**config.mk**
```make
export PLATFORM = sky130hd
export DESIGN_NAME = clock_div_multi
export DESIGN_NICKNAME = d
export VERILOG_FILES = /design/src/rtl/clock_div_multi.sv
export SDC_FILE = /design/constraint.sdc
export NUM_CORES = 1
export LEC_CHECK = 0
export ABC_AREA = 1
export ABC_CLOCK_PERIOD_IN_PS = 2280
export CAP_MARGIN = 10
export CORE_MARGIN = 2
export CORE_UTILIZATION = 45
export CTS_CLUSTER_DIAMETER = 40
export DETAILED_ROUTE_END_ITERATION = 10
export HOLD_SLACK_MARGIN = 0.1
export PLACE_DENSITY = 0.73
export RECOVER_POWER = 100
export SKIP_LAST_GASP = 1
export SYNTH_ARGS = -nofsm -noshare
export SYNTH_HDL_FRONTEND = slang
export SYNTH_SLANG_ARGS = --single-unit
```
**constraint.sdc**
```tcl
create_clock -name basys_clock -period 2.28 [get_ports basys_clock]
set_input_delay 0.456 -clock basys_clock [delete_from_list [all_inputs] [get_ports basys_clock]]
set_output_delay 0.456 -clock basys_clock [all_outputs]
set_load 0.03 [all_outputs]
```
**src/rtl/clock_div_multi.sv**
```systemverilog
// Multi-channel programmable clock divider: per channel a one-cycle tick and a 50% duty divided clock.
// Optional CLKDIV_SYNC_EN adds sync_in, which realigns every channel to phase zero on one edge.
module clock_div_multi #(
    parameter int NUM_CH      = 4,
    parameter int DIV_W       = 24,
    parameter int DEFAULT_DIV = 4194304,
    localparam int CH_W       = (NUM_CH > 1) ? $clog2(NUM_CH) : 1
) (
    input  logic              basys_clock,
    input  logic              rst_n,
    input  logic [NUM_CH-1:0] en,
    input  logic              cfg_we,
    input  logic [CH_W-1:0]   cfg_ch,
    input  logic [DIV_W-1:0]  cfg_div,
`ifdef CLKDIV_SYNC_EN
    input  logic              sync_in,
`endif
    output logic [NUM_CH-1:0] cfg_pend,
    output logic [NUM_CH-1:0] tick,
    output logic [NUM_CH-1:0] out_clock
);

    localparam logic [DIV_W-1:0] RST_DIV = DIV_W'(DEFAULT_DIV);

    logic sync_hit;
`ifdef CLKDIV_SYNC_EN
    assign sync_hit = sync_in;
`else
    assign sync_hit = 1'b0;
`endif

    for (genvar i = 0; i < NUM_CH; i++) begin : g_ch
        logic [DIV_W-1:0] cnt;
        logic [DIV_W-1:0] div_q;
        logic [DIV_W-1:0] shadow;
        logic             pend_q;
        logic             tick_q;
        logic             out_q;
        logic             cfg_hit;

        // Out-of-range channel numbers never match, so such writes are dropped.
        assign cfg_hit = cfg_we && (cfg_ch == CH_W'(i));

        always_ff @(posedge basys_clock or negedge rst_n) begin
            if (!rst_n) begin
                cnt    <= '0;
                div_q  <= RST_DIV;
                shadow <= RST_DIV;
                pend_q <= 1'b0;
                tick_q <= 1'b0;
                out_q  <= 1'b0;
            end else begin
                if (sync_hit) begin
                    cnt    <= '0;
                    tick_q <= 1'b0;
                    out_q  <= 1'b0;
                    if (pend_q) begin
                        div_q  <= shadow;
                        pend_q <= 1'b0;
                    end
                end else if (!en[i]) begin
                    tick_q <= 1'b0;
                    // Restart the period when a new divisor lands so cnt stays below div_q.
                    if (pend_q) begin
                        div_q  <= shadow;
                        pend_q <= 1'b0;
                        cnt    <= '0;
                    end
                end else if (div_q == '0) begin
                    cnt    <= '0;
                    tick_q <= 1'b0;
                    if (pend_q) begin
                        div_q  <= shadow;
                        pend_q <= 1'b0;
                    end
                end else if (cnt == div_q - DIV_W'(1)) begin
                    cnt    <= '0;
                    tick_q <= 1'b1;
                    out_q  <= ~out_q;
                    if (pend_q) begin
                        div_q  <= shadow;
                        pend_q <= 1'b0;
                    end
                end else begin
                    cnt    <= cnt + DIV_W'(1);
                    tick_q <= 1'b0;
                end

                // A write on an apply edge lets the old shadow land; the new value stays pending.
                if (cfg_hit) begin
                    shadow <= cfg_div;
                    pend_q <= 1'b1;
                end
            end
        end

        assign cfg_pend[i]  = pend_q;
        assign tick[i]      = tick_q;
        assign out_clock[i] = out_q;
    end

endmodule

```
# Yosys cells after proc, flatten, opt, wreduce, memory -nomap -nowiden

Cells that the tools add are included.

Bits in registers: 300
Latch bits: 0
Memory bits (writable): 0
Bits in read-only memories: 0
Output and inout port bits: 12
Logic and storage cells: 132
Memories: 0

$add $sub $neg: 8
Multiply operators: 0
Div/mod/pow operators: 0
Magnitude comparators: 0
Eq/ne operators: 15
Shift-type cells: 0
Multiplexer cells: 60
Bitwise operators: 8
Reductions and logical operators: 17

Operators by type and width:

| operator                                                             | count |
|---|---|
| 24-bit 2-to-1 mux                                                    | 32 |
| 24-bit by 1-bit adder with 24-bit output, second input constant      | 4 |
| 24-bit == test                                                       | 4 |
| 24-bit logical NOT                                                   | 4 |
| 24-bit by 1-bit subtractor with 24-bit output, second input constant | 4 |
| 1-bit 2-to-1 mux                                                     | 28 |
| 4-bit by 1-bit != test with 1-bit output, second input constant      | 4 |
| 3-bit by 1-bit != test with 1-bit output, second input constant      | 4 |
| 3-bit AND reduction                                                  | 4 |
| 1-bit inverter                                                       | 8 |
| 2-bit nonzero test                                                   | 4 |
| 2-bit == test, second input constant                                 | 2 |
| 1-bit logical AND                                                    | 4 |
| 2-bit by 1-bit == test with 1-bit output, second input constant      | 1 |
| 2-bit logical NOT                                                    | 1 |

# Logic depth before layout (Yosys ltp)

Gate-level depths: netlist of the first run.

Word-level depth: 6
Mapped depth: 19
Depth with buffers taken out: 18

# Least setup slack after synthesis of the first run

Ideal clock, no wire load.

Path type: reg-to-reg
From: register g_ch[0].div_q[0]
To: register g_ch[0].cnt[10]
Setup time: 142 ps
Arrival time: 1997 ps
Data required time: 2138 ps
Path slack: 141 ps
Stages on the path, launching flop included: 16
Buffers on the path: 2
Path through: dfrtp_1 -> inv_2 -> ha_1 -> nand3_4 -> nor2_4 -> nand2_2 -> o21ai_2 -> nand2_1 -> nor2_1 -> nand2_2 -> nor2_4 -> nand2_2 -> nand2_4 -> buf_8 -> buf_8 -> a21oi_2

Longest elaborated chain between the ends: 5

RTL lines:

| element                                       | line | source |
|---|---|---|
| from (decl)                                   | 34   | `logic [DIV_W-1:0] div_q;` |
| from (signal assigned)                        | 58   | `div_q <= shadow;` |
| from (signal assigned)                        | 65   | `div_q <= shadow;` |
| from (signal assigned)                        | 73   | `div_q <= shadow;` |
| 24-bit by 1-bit subtractor with 24-bit output | 76   | `end else if (cnt == div_q - DIV_W'(1)) begin` |
| 24-bit == test                                | 76   |  |
| 24-bit 2-to-1 mux                             | 76   |  |
| 24-bit 2-to-1 mux (*)                         | 69   | `end else if (div_q == '0) begin` |
| 24-bit 2-to-1 mux (*)                         | 61   | `end else if (!en[i]) begin` |
| to (signal assigned)                          | 85   | `cnt <= cnt + DIV_W'(1);` |
| to (decl)                                     | 33   | `logic [DIV_W-1:0] cnt;` |

Every way passes the cells marked *; elsewhere a longest branch is shown, timed or not.
A chain may end at the register's enable or synchronous reset.

# Worst setup path after layout of the first run

From: register g_ch[0].div_q[1]
To: register g_ch[0].div_q[16]

Longest elaborated chain between the ends: 3

RTL lines:

| element                                                                                               | line |
|---|---|
| 24-bit by 1-bit subtractor with 24-bit output / 24-bit logical NOT (equally long branches)            | 76, 69 |
| 24-bit == test / 24-bit 2-to-1 mux (equally long branches)                                            | 76, 69 |
| 3-bit by 1-bit != test with 1-bit output (no source line) / 24-bit 2-to-1 mux (equally long branches) | n/a |

Parallel ways exist; a longest one is shown, timed or not.

==> results of run 1 <==
==> worst paths after layout <==
path	cells past startpoint	to	slack, ns	start
max	15	g_ch[0].div_q[16]$_DFFE_PN0P_	-0.11	g_ch[0].div_q[1]$_DFFE_PN0P_
min	1	g_ch[0].out_q$_DFFE_PN0P_	0.48	g_ch[0].out_q$_DFFE_PN0P_
max reg2reg	15	g_ch[0].div_q[16]$_DFFE_PN0P_	-0.11	g_ch[0].div_q[1]$_DFFE_PN0P_
min reg2reg	1	g_ch[0].out_q$_DFFE_PN0P_	0.48	g_ch[0].out_q$_DFFE_PN0P_
max in group asynchronous	3	g_ch[2].div_q[2]$_DFFE_PN0P_	0.23	rst_n
min in group asynchronous	2	g_ch[1].out_q$_DFFE_PN0P_	0.87	rst_n
==> critical path, delay by kind of cell (launching register included) <==
kind / cells / cell delay [ns]
buffers and inverters: 1 / 0.09
adders and majority gates: 1 / 0.15
DFF: 1 / 0.39
and+or+nand+nor: 13 / 1.66
==> repair_timing <==
item / 4_1_cts / 5_1_grt
pin swaps: 6 / 147
endpoints found under the hold margin: 54 / 0
cloned: 2 / 30
endpoints found under the setup margin: 56 / 199
gates resized for setup: 14 / 320
setup buffers: 9 / 36
hold buffers: 1 / 0
==> power by group through the flow <==
stage / clock network [mW] / registers (mW) / logic (mW)
2_1_floorplan: 0 / 6.83 / 4.54
3_3_place_gp: 0 / 7.10 / 5.79
3_5_place_dp: 0 / 7.11 / 5.94
4_1_cts: 7.57 / 7.04 / 6.11
5_1_grt: 7.78 / 7.35 / 8.32
6_report: 7.44 / 7.27 / 7.48
==> final cells by class <==
type | count | share of cell area
Clock buffer | 51 | 0.0530
Timing Repair Buffer | 183 | 0.0871
Multi-Input combinational cell | 1746 | 0.445
Sequential cell | 300 | 0.333
Tap cell | 518 | 0.0286
Clock inverter | 33 | 0.0186
Inverter | 213 | 0.0353
==> cell families after synthesis <==
group	after synthesis	synth area share
AND/OR/NAND/NOR	1332	0.331
buffers and inverters	302	0.0804
flip-flops	300	0.425
AO/OA/AOI/OAI	248	0.0876
XOR/XNOR	142	0.0703
adder cells (fa/ha/maj)	8	0.00565
multiplexers	1	0.000565
==> layout by cell type, fill, tap and decap left out, types with 58 or more instances in the layout <==
cell	count
clkbuf_16	58
a21oi_2	78
o21ai_0	128
xnor2_1	58
buf_4	90
nand3_1	117
nand2_2	72
xor2_1	83
dfrtp_1	266
nand3_2	64
nor2_1	184
inv_1	190
nand2_1	664
==> sequential cells by signal, summed over array words and instances (netlist names) <==
| signal | cells |
|---|---|
| g_ch.shadow | 96 |
| g_ch.cnt | 96 |
| g_ch.tick_q | 4 |
| g_ch.pend_q | 4 |
| g_ch.out_q | 4 |
| g_ch.div_q | 96 |
==> per-layer routing <==
metal  up-vias  share of wire  track usage
met2       528           0.49        0.396
met5         -              0            0
met4         0          0.030       0.0795
li1       7799              -            -
met1      7888           0.42        0.294
met3       109          0.062       0.0358
==> metrics by stage <==
stage	TNS, ns	instances	instance area [um2]	worst slack [ns]
4_1_cts	-0.151	2979	20800	-0.0300
6_report	-4.76	3044	22700	-0.108
3_5_place_dp	-2.25	2883	19000	-0.112
3_3_place_gp	-0.0613	2883	19000	-0.0445
2_1_floorplan	0	2333	17700	0.141
5_1_grt	-30.66	3044	22700	-0.218
==> impl_results.rst, run 1 <==
.. list-table::
   :header-rows: 1

   * - Metric
     - Value
   * - Vias per std cell
     - between 5 and 6
   * - Fin util
     - 0.585
   * - Initial standard-cell utilization of the core
     - 0.457
   * - Switching power summed over all nets
     - about 8.5 mW
   * - Number of nets still failing antenna checks after routing
     - 0
   * - Maximum clock frequency
     - between 400 and 500 MHz
   * - Static Leakage
     - roughly 11 nW
   * - Number of buffers inserted by port buffering
     - 44
   * - Area growth from synthesis to layout
     - 28.1%
   * - Required time at the worst-slack endpoint
     - ~2.8 ns
   * - Setup Viol. Count Final
     - about 120
   * - CORE AREA
     - 0.0387 mm2
   * - Violations in the final reports
     - capacitance limit, slew limit, setup timing
   * - Dominant register cell in the synthesized netlist
     - dfrtp_1
   * - Ys Warns
     - 0
   * - Cell type contributing the most total cell area after synthesis
     - dfrtp_1
   * - Post-synth EDFFs
     - 0
   * - Min-delay worst type
     - reg2reg
   * - Worst Hold Margin
     - 0.478 ns
   * - Total gr overflow
     - 0
   * - Register area share after synthesis
     - 0.425
   * - Mapped Cells
     - roughly 2,300
   * - Clock edge transition at the registers on the reported setup and hold paths
     - about 0.060 ns
   * - Avg Cell Area, Syn
     - 7.59 um2
   * - Switching part of the total
     - 0.382
   * - Maximum clock insertion buffer count
     - 3
   * - Result of the run
     - finished with violations
   * - Relative slew slack
     - -0.157
   * - Arrival time at the worst endpoint
     - 2.86 ns
   * - RSZ-0062 raised after global routing
     - true
   * - Most used cell along the critical path
     - nand2_1
   * - GR Util All Layers
     - 0.230
   * - Critical-path top delay cell
     - dfrtp_1
   * - Violation count after the first detailed-route iteration
     - 1,239
   * - DR WL/cell
     - approximately 17 um
   * - Actual transition at the worst max-transition pin
     - around 1.7 ns
   * - Worst skew pair latency
     - 0.59 ns
   * - Number of synthesized register bits
     - 300
   * - Logic pwr share
     - 0.337
   * - Asr flop ratio synth
     - 1.00
   * - Slowest stage delay, CP
     - about 0.39 ns
   * - Number of antenna violations at the first check in global routing
     - 0
   * - Io pins
     - 45
   * - Top cells by instance count after synthesis
     - nand2_1 (731), dfrtp_1 (292), nor2_1 (231)
   * - Synth Cell Area
     - 0.0177 mm2
   * - Post-route worst setup slack
     - -0.108 ns
   * - Ranking of synthesized cells by area
     - dfrtp_1 (41%), nand2_1 (16%), nand3_1 (5.1%)
   * - Int Power
     - 13.7 mW
   * - Total vias in the final route
     - 16,300
   * - Footprint of the flip-flops and latches
     - roughly 0.0075 mm2
   * - Ratio of final minimum period to clock period
     - 1.05
   * - Final Wtd Congestion
     - 0.909
   * - Clock period minus worst slack
     - 2.39 ns
   * - NumNets Final
     - 2,530
   * - HPWL after DPL
     - 32,800 um
   * - Number of global-route vias before repair
     - between 15,000 and 20,000
   * - Count of standard-cell rows
     - 72
   * - Number of fillers in the final layout
     - 3,307
   * - Fraction of final layout cells with drive strength greater than 1
     - 0.253
   * - Most frequent cell after synthesis
     - nand2_1
   * - Maximum number of pins on one net before global-route repair
     - 64
   * - Clk pwr share
     - 0.335
   * - Die footprint
     - 0.0409 mm2
   * - Count of TritonRoute iterations in the first routing pass
     - 6
   * - Clock Tree Root
     - clkbuf_16
   * - Setup clock skew after layout
     - 0.0221 ns
   * - Number of distinct library cells after synthesis
     - just under 50
   * - CP Launch Type
     - flop
   * - Power density of the placed cells
     - 979 mW/mm2
   * - Sequential fraction of design power
     - 0.327
   * - Multi-input logic area
     - 0.0101 mm2
   * - Worst-case vdd ir drop
     - about 0.83 mV
   * - Number of slew-limit violations in the final report
     - 60
   * - Sum of routed wire length over all layers
     - 51,400 um
   * - Wire length of the first global-routing pass
     - 76,600 um
   * - Drc violations
     - 0
   * - Sequence of cells on the critical path
     - inv_2 -> ha_4 -> nand3_4 -> nor2_4 -> nand3_1 -> nand2_1 -> nand3_1 -> nor2_1 -> nand2_1 -> nor2_2 -> nand2_4 -> nand2_8 -> nand2_4 -> nand2_1 -> nand2_1
   * - CTS H-tree depth
     - 2
   * - Die Span Y
     - 202 um
   * - Share of Yosys cell area claimed by the top area cell type
     - 0.413
   * - DIE WIDTH
     - 202 um
   * - Total clock buffers created by CTS
     - 45
   * - Clock sinks
     - 300
   * - PnR Total Power
     - 22.2 mW
   * - TritonCTS clock tree
     - done
   * - Endpoint type of the worst setup path
     - flop
   * - Number of hold-slack violations in the final timing report
     - 0
   * - Type of the worst setup path
     - reg2reg
   * - Crit path max fanout
     - 12
   * - Number of antenna repair diodes
     - 0
   * - Syn_nets
     - around 2,400
   * - Max-cap violation count
     - 1
No activity file was read; power rests on OpenSTA's default activity.
==> inputs of run 2 (changes only) <==
--- a/config.mk
+++ b/config.mk
@@ -8,7 +8,7 @@
 export ABC_AREA = 1
 export ABC_CLOCK_PERIOD_IN_PS = 2280
 export CAP_MARGIN = 10
-export CORE_MARGIN = 2
+export CORE_MARGIN = 3
 export CORE_UTILIZATION = 45
 export CTS_CLUSTER_DIAMETER = 40
 export DETAILED_ROUTE_END_ITERATION = 10
==> run 2 against run 1 <==
The run still ends with capacitance limit, slew limit, setup timing left. Clock power shrank 9.0%. Critical path depth is 1 lower. Fmax barely moved. Sequential cell count unchanged. Global-route usage fell by 0.37 points. Utilization up 0.66 points. Count of clock-buffer cells in the layout is 1 lower. Via count down 0.62%. Worst hold slack lost 0.021 ns. Sequential share of layout area fell by 0.40 points. Die area increased by 2.0%. Largest cell class unchanged. Highest routed layer unchanged.
==> impl_results.rst, run 2 (same netlist as run 1, synthesis figures left out) <==
.. list-table::
   :header-rows: 1

   * - Metric
     - Value
   * - Place WS
     - -0.137 ns
   * - Total gr overflow
     - 0
   * - Count of TritonRoute iterations in the first routing pass
     - 5
   * - Clock period minus worst slack
     - 2.39 ns
   * - Worst skew pair latency
     - 0.57 ns
   * - Maximum clock insertion buffer count
     - 3
   * - DR WL/cell
     - 16.8 um
   * - Result of the run
     - finished with violations
   * - TritonCTS clock tree
     - done
   * - Number of antenna repair diodes
     - 0
   * - Setup Viol. Count Final
     - 145
   * - Sum of routed wire length over all layers
     - 51,300 um
   * - Number of hold-slack violations in the final timing report
     - 0
   * - Fin util
     - 0.592
   * - Area growth from synthesis to layout
     - 29.6%
   * - Count of standard-cell rows
     - 72
   * - Number of antenna violations at the first check in global routing
     - 1
   * - Number of global-route vias before repair
     - 15,300
   * - Maximum clock frequency
     - 419 MHz
   * - Relative slew slack
     - -0.144
   * - Most common cell after layout, fill and taps aside
     - nand2_1
   * - GR Util All Layers
     - 0.226
   * - Clock Tree Root
     - clkbuf_16
   * - CP Launch Type
     - flop
   * - Fraction of final layout cells with drive strength greater than 1
     - 0.268
   * - Io pins
     - 45
   * - Number of nets still failing antenna checks after routing
     - 0
   * - Number of buffers inserted by port buffering
     - 44
   * - Maximum number of pins on one net before global-route repair
     - 64
   * - CTS H-tree depth
     - 2
   * - Worst Hold Margin
     - 0.457 ns
   * - Die footprint
     - approximately 0.042 mm2
   * - Arrival time at the worst endpoint
     - 2.83 ns
   * - Type of the worst setup path
     - reg2reg
   * - Total clock buffers created by CTS
     - 44
   * - Required time at the worst-slack endpoint
     - 2.72 ns
   * - Sum Neg Setup Slack
     - -5.82 ns
   * - Min-delay worst type
     - reg2reg
   * - Violations in the final reports
     - capacitance limit, slew limit, setup timing
   * - Clock edge transition at the registers on the reported setup and hold paths
     - 0.06 ns
   * - Crit path max fanout
     - 6
   * - Vias per std cell
     - 5.30
   * - Total vias in the final route
     - 16,200
   * - Static Leakage
     - between 10 and 15 nW
   * - CORE AREA
     - approximately 0.039 mm2
   * - Power density of the placed cells
     - 940 mW/mm2
   * - Largest registers ranked by flip-flop count
     - g_ch.cnt x96, g_ch.div_q x96, g_ch.shadow x96
   * - Wire length of the first global-routing pass
     - 76,800 um
   * - NumNets Final
     - 2,551
   * - Initial standard-cell utilization of the core
     - 0.457
   * - Post-route worst setup slack
     - -0.107 ns
   * - Endpoint type of the worst setup path
     - flop
   * - Ratio of final minimum period to clock period
     - 1.05
   * - Number of fillers in the final layout
     - 3,302
   * - Clock sinks
     - 300
   * - Actual transition at the worst max-transition pin
     - 1.72 ns
   * - Max-cap violation count
     - 1
   * - Die Span Y
     - 204 um
   * - Drc violations
     - 0
   * - Number of slew-limit violations in the final report
     - 60
   * - Violation count after the first detailed-route iteration
     - 1,282
   * - Worst-case vdd ir drop
     - about 0.84 mV
   * - DIE WIDTH
     - 204 um
   * - Setup clock skew after layout
     - 0.0225 ns
   * - HPWL after DPL
     - 33,000 um
   * - RSZ-0062 raised after global routing
     - true
   * - Most frequent cells in the layout
     - nand2_1 (642), dfrtp_1 (271), inv_1 (191)
   * - Final Wtd Congestion
     - approximately 1.0
-- run 2: area by class of cell --
| class | instances | area [um2] | share of cell area |
|---|---|---|---|
| clock buffer | 50 | 1150 | 0.0504 |
| clock inverter | 30 | 309 | 0.0135 |
| inverter | 213 | 800 | 0.0349 |
| multi-input combinational | 1748 | 10400 | 0.452 |
| sequential | 300 | 7540 | 0.329 |
| tap | 518 | 648 | 0.0283 |
| timing repair buffer | 203 | 2110 | 0.0920 |
-- run 2: worst paths after layout --
check / startpoint / depth (start not counted) / to / slack, ns
max: g_ch[0].div_q[3]$_DFFE_PN0P_ / 14 / g_ch[0].cnt[23]$_DFFE_PN0P_ / -0.11
min: g_ch[0].out_q$_DFFE_PN0P_ / 1 / g_ch[0].out_q$_DFFE_PN0P_ / 0.46
max reg2reg: g_ch[0].div_q[3]$_DFFE_PN0P_ / 14 / g_ch[0].cnt[23]$_DFFE_PN0P_ / -0.11
min reg2reg: g_ch[0].out_q$_DFFE_PN0P_ / 1 / g_ch[0].out_q$_DFFE_PN0P_ / 0.46
max in group asynchronous: rst_n / 2 / g_ch[0].div_q[8]$_DFFE_PN0P_ / 0.25
min in group asynchronous: rst_n / 2 / g_ch[0].out_q$_DFFE_PN0P_ / 0.87
-- run 2: power by group --
part           switching, mW  internal, mW
Combinational           4.54          2.97
Sequential              1.11          6.16
Clock                   2.70          4.07
-- run 2: routing by layer --
metal	global-route usage	share of wire
met5	0	0
met4	0.0811	0.031
met3	0.0296	0.055
met2	0.375	0.48
met1	0.305	0.44
-- run 2: timing repair --
item | 4_1_cts | 5_1_grt
cloned | 6 | 31
resized for setup | 60 | 339
setup endpoints to repair | 123 | 198
hold buffers | 1 | 0
pin swaps | 10 | 135
buffers inserted | 14 | 27
endpoints found under the hold margin | 55 | 0
-- run 2: critical path, cell delays in order, from the launching register on --
cell       delay (ns)
dfrtp_2          0.48
nor2_4           0.17
nand2_4          0.11
inv_2            0.07
nand2_1          0.08
o21bai_1         0.30
nand3_2          0.12
nor2_1           0.09
nand2_1          0.09
nor2_4           0.16
nand2_4          0.11
nand2_4          0.15
buf_6            0.13
clkbuf_16        0.14
a21oi_2          0.05
-- run 2: through the flow --
stage,power (mW),area (um2),std cells
4_1_cts,20.3,21000,3005
5_1_grt,22.8,22900,3062
3_3_place_gp,13.0,19100,2904
2_1_floorplan,11.4,17700,2333
6_report,21.6,22900,3062
3_5_place_dp,13.2,19100,2904
==> inputs of run 3 (changes only) <==
--- a/config.mk
+++ b/config.mk
@@ -8,11 +8,12 @@
 export ABC_AREA = 1
 export ABC_CLOCK_PERIOD_IN_PS = 2280
 export CAP_MARGIN = 10
+export CORE_ASPECT_RATIO = 2
 export CORE_MARGIN = 3
 export CORE_UTILIZATION = 45
 export CTS_CLUSTER_DIAMETER = 40
 export DETAILED_ROUTE_END_ITERATION = 10
-export HOLD_SLACK_MARGIN = 0.1
+export HOLD_SLACK_MARGIN = 0.06
 export PLACE_DENSITY = 0.73
 export RECOVER_POWER = 100
 export SKIP_LAST_GASP = 1
==> run 3 against run 2 <==
The flow finishes with violations (setup timing). Die area rose by 0.35%. Clock power shrank 22%. Via count increased by 2.1%. Highest routed layer unchanged. Critical path type unchanged. Critical endpoint is now g_ch[2].div_q[16]$_DFFE_PN0P_. Fmax decreased by 0.20%.
==> impl_results.rst, run 3 (same netlist as run 1, synthesis figures left out) <==
.. list-table::
   :header-rows: 1

   * - Metric
     - Value
   * - Fraction of final layout cells with drive strength greater than 1
     - 0.252
   * - Maximum number of pins on one net before global-route repair
     - 69
   * - Endpoint type of the worst setup path
     - flop
   * - Met2 routed WL
     - 29,700 um
   * - Drc violations
     - 0
   * - Wire length of the first global-routing pass
     - 82,300 um
   * - Clock sinks
     - 300
   * - Relative slew slack
     - 0.312
   * - Number of hold-slack violations in the final timing report
     - 0
   * - Number of antenna violations at the first check in global routing
     - 0
   * - Sum of routed wire length over all layers
     - 54,100 um
   * - Post-route worst setup slack
     - -0.112 ns
   * - Worst skew pair latency
     - 0.59 ns
   * - RSZ-0062 raised after global routing
     - true
   * - Setup Viol. Count Final
     - 117
   * - Number of global-route vias before repair
     - 16,300
   * - Final Wtd Congestion
     - 0.945
   * - Initial standard-cell utilization of the core
     - 0.456
   * - Multi-input logic area
     - 0.00995 mm2
   * - PnR Total Power
     - 20.5 mW
   * - Max-cap violation count
     - 0
   * - Maximum clock frequency
     - 418 MHz
   * - Top sig layer
     - met4
   * - Count of standard-cell rows
     - 102
   * - Sum Neg Setup Slack
     - -4.42 ns
   * - Total clock buffers created by CTS
     - 30
   * - Actual transition at the worst max-transition pin
     - 1.03 ns
   * - Number of slew-limit violations in the final report
     - 0
   * - DR WL/cell
     - 17.6 um
   * - Number of buffers inserted by port buffering
     - between 40 and 50
   * - Number of nets still failing antenna checks after routing
     - 0
   * - Worst-case vdd ir drop
     - 0.779 mV
   * - Number of fillers in the final layout
     - 3,430
   * - Worst Hold Margin
     - roughly 0.46 ns
   * - CP Launch Type
     - flop
   * - Maximum clock insertion buffer count
     - 3
   * - Critical-path top delay cell
     - dfrtp_1
   * - CTS H-tree depth
     - 1
   * - Wire length on met3
     - 1810 um
   * - Arrival time at the worst endpoint
     - 2.86 ns
   * - Most frequent cells in the layout
     - nand2_1 (661), dfrtp_1 (269), inv_1 (190)
   * - Io pins
     - 45
   * - Total vias in the final route
     - 16,600
   * - Fin util
     - 0.578
   * - Min-delay worst type
     - reg2reg
   * - GR Util All Layers
     - 0.241
   * - Detailed-route wire length on metal 1
     - around 18,000 um
   * - Sequence of cells on the critical path
     - inv_2 -> ha_4 -> nand3_2 -> nor2_2 -> nor2_1 -> nor2_1 -> nand2_1 -> nor2_2 -> nand2_2 -> nor2_4 -> nand2_4 -> buf_12 -> nand2_8 -> nand2_8 -> nand2_2 -> nand2_1
   * - CORE AREA
     - 0.0388 mm2
   * - Total gr overflow
     - 0
   * - HPWL after DPL
     - 37,900 um
   * - Result of the run
     - finished with violations
   * - Place WS
     - -0.168 ns
   * - NumNets Final
     - 2,576
   * - Clock edge transition at the registers on the reported setup and hold paths
     - 0.07 ns
   * - Area growth from synthesis to layout
     - 26.6%
   * - Ratio of final minimum period to clock period
     - 1.05
   * - Count of TritonRoute iterations in the first routing pass
     - 7
   * - Static Leakage
     - 10.6 nW
   * - Violations in the final reports
     - setup timing
   * - Required time at the worst-slack endpoint
     - about 2.7 ns
   * - Largest registers ranked by flip-flop count
     - g_ch.cnt x96, g_ch.div_q x96, g_ch.shadow x96
   * - TritonCTS clock tree
     - done
   * - Footprint of the flip-flops and latches
     - 0.00755 mm2
   * - Most common cell after layout, fill and taps aside
     - nand2_1
   * - Crit path max fanout
     - 6
   * - Reg2Reg Setup Slack
     - -0.11 ns
   * - Type of the worst setup path
     - reg2reg
   * - DIE WIDTH
     - about 150 um
   * - Setup clock skew after layout
     - 0.0300 ns
   * - Die Span Y
     - ~290 um
   * - Violation count after the first detailed-route iteration
     - 890
   * - Clock period minus worst slack
     - 2.39 ns
   * - Power density of the placed cells
     - 916 mW/mm2
   * - Vias per std cell
     - around 5.4
   * - Slowest stage delay, CP
     - 0.39 ns
   * - Die footprint
     - 0.0419 mm2
   * - Clock Tree Root
     - clkbuf_16
## run 3: cell count changes in the layout (fill, tap and decap cells not counted), sizes merged
cell / previous run / this run
inv: 223 / 218
dlygate4sd3: 11 / 6
clkbuf: 69 / 51
diode: 0 / 1
clkinv: 13 / 9
nand2: 774 / 772
dlygate4sd2: 3 / 1
clkdlybuf4s50: 30 / 37
buf: 140 / 184
## run 3: critical path: cells and delay by family, from the launching register on
kind / cells / cell delay (ns)
and+or+nand+nor: 13 / 1.44
DFF: 1 / 0.39
buffers and inverters: 2 / 0.24
adders and majority gates: 1 / 0.19
## run 3: routing by layer
metal	up-vias	GRT usage
met3	238	0.0205
met4	0	0.157
met2	516	0.468
met5	-	0
li1	7877	-
met1	7938	0.242
## run 3: metrics by stage
step           area, um2  instances
6_report           22400       3080
5_1_grt            22400       3079
4_1_cts            21300       3047
3_5_place_dp       19400       2949
3_3_place_gp       19400       2949
2_1_floorplan      17700       2333
## run 3: area by class of cell
class,count,area share
inverters,213,0.0358
clock inverters,21,0.0114
multi-input cells,1746,0.444
clock buffers,35,0.0361
repair buffers,244,0.107
flip-flops and latches,300,0.337
well taps,520,0.0290
diodes,1,0.000112
## run 3: worst paths after layout
check | to | cells after the start | startpoint
worst max-delay path | g_ch[2].div_q[16]$_DFFE_PN0P_ | 16 | g_ch[2].div_q[0]$_DFFE_PN0P_
worst min-delay path | g_ch[3].out_q$_DFFE_PN0P_ | 1 | g_ch[3].out_q$_DFFE_PN0P_
worst max register to register | g_ch[2].div_q[16]$_DFFE_PN0P_ | 16 | g_ch[2].div_q[0]$_DFFE_PN0P_
worst min register to register | g_ch[3].out_q$_DFFE_PN0P_ | 1 | g_ch[3].out_q$_DFFE_PN0P_
max in group asynchronous | g_ch[3].div_q[7]$_DFFE_PN0P_ | 3 | rst_n
min in group asynchronous | g_ch[2].cnt[17]$_DFFE_PN0P_ | 2 | rst_n
## run 3: power breakdown
| group | switching, mW | total, mW | leakage (nW) | internal (mW) |
|---|---|---|---|---|
| sequential | 1.06 | 7.21 | 3.89 | 6.16 |
| combinational | 4.74 | 8.02 | 6.23 | 3.28 |
| clock | 2.33 | 5.29 | 0.514 | 2.96 |
## run 3: repair_timing
action                                  4_1_cts  5_1_grt
hold endpoints to repair                     33        0
endpoints found under the setup margin      192      199
gates cloned                                  9       18
resized for setup                            87      232
setup buffers                                32       18
hold buffers                                  1        0
pin swaps                                    49       97
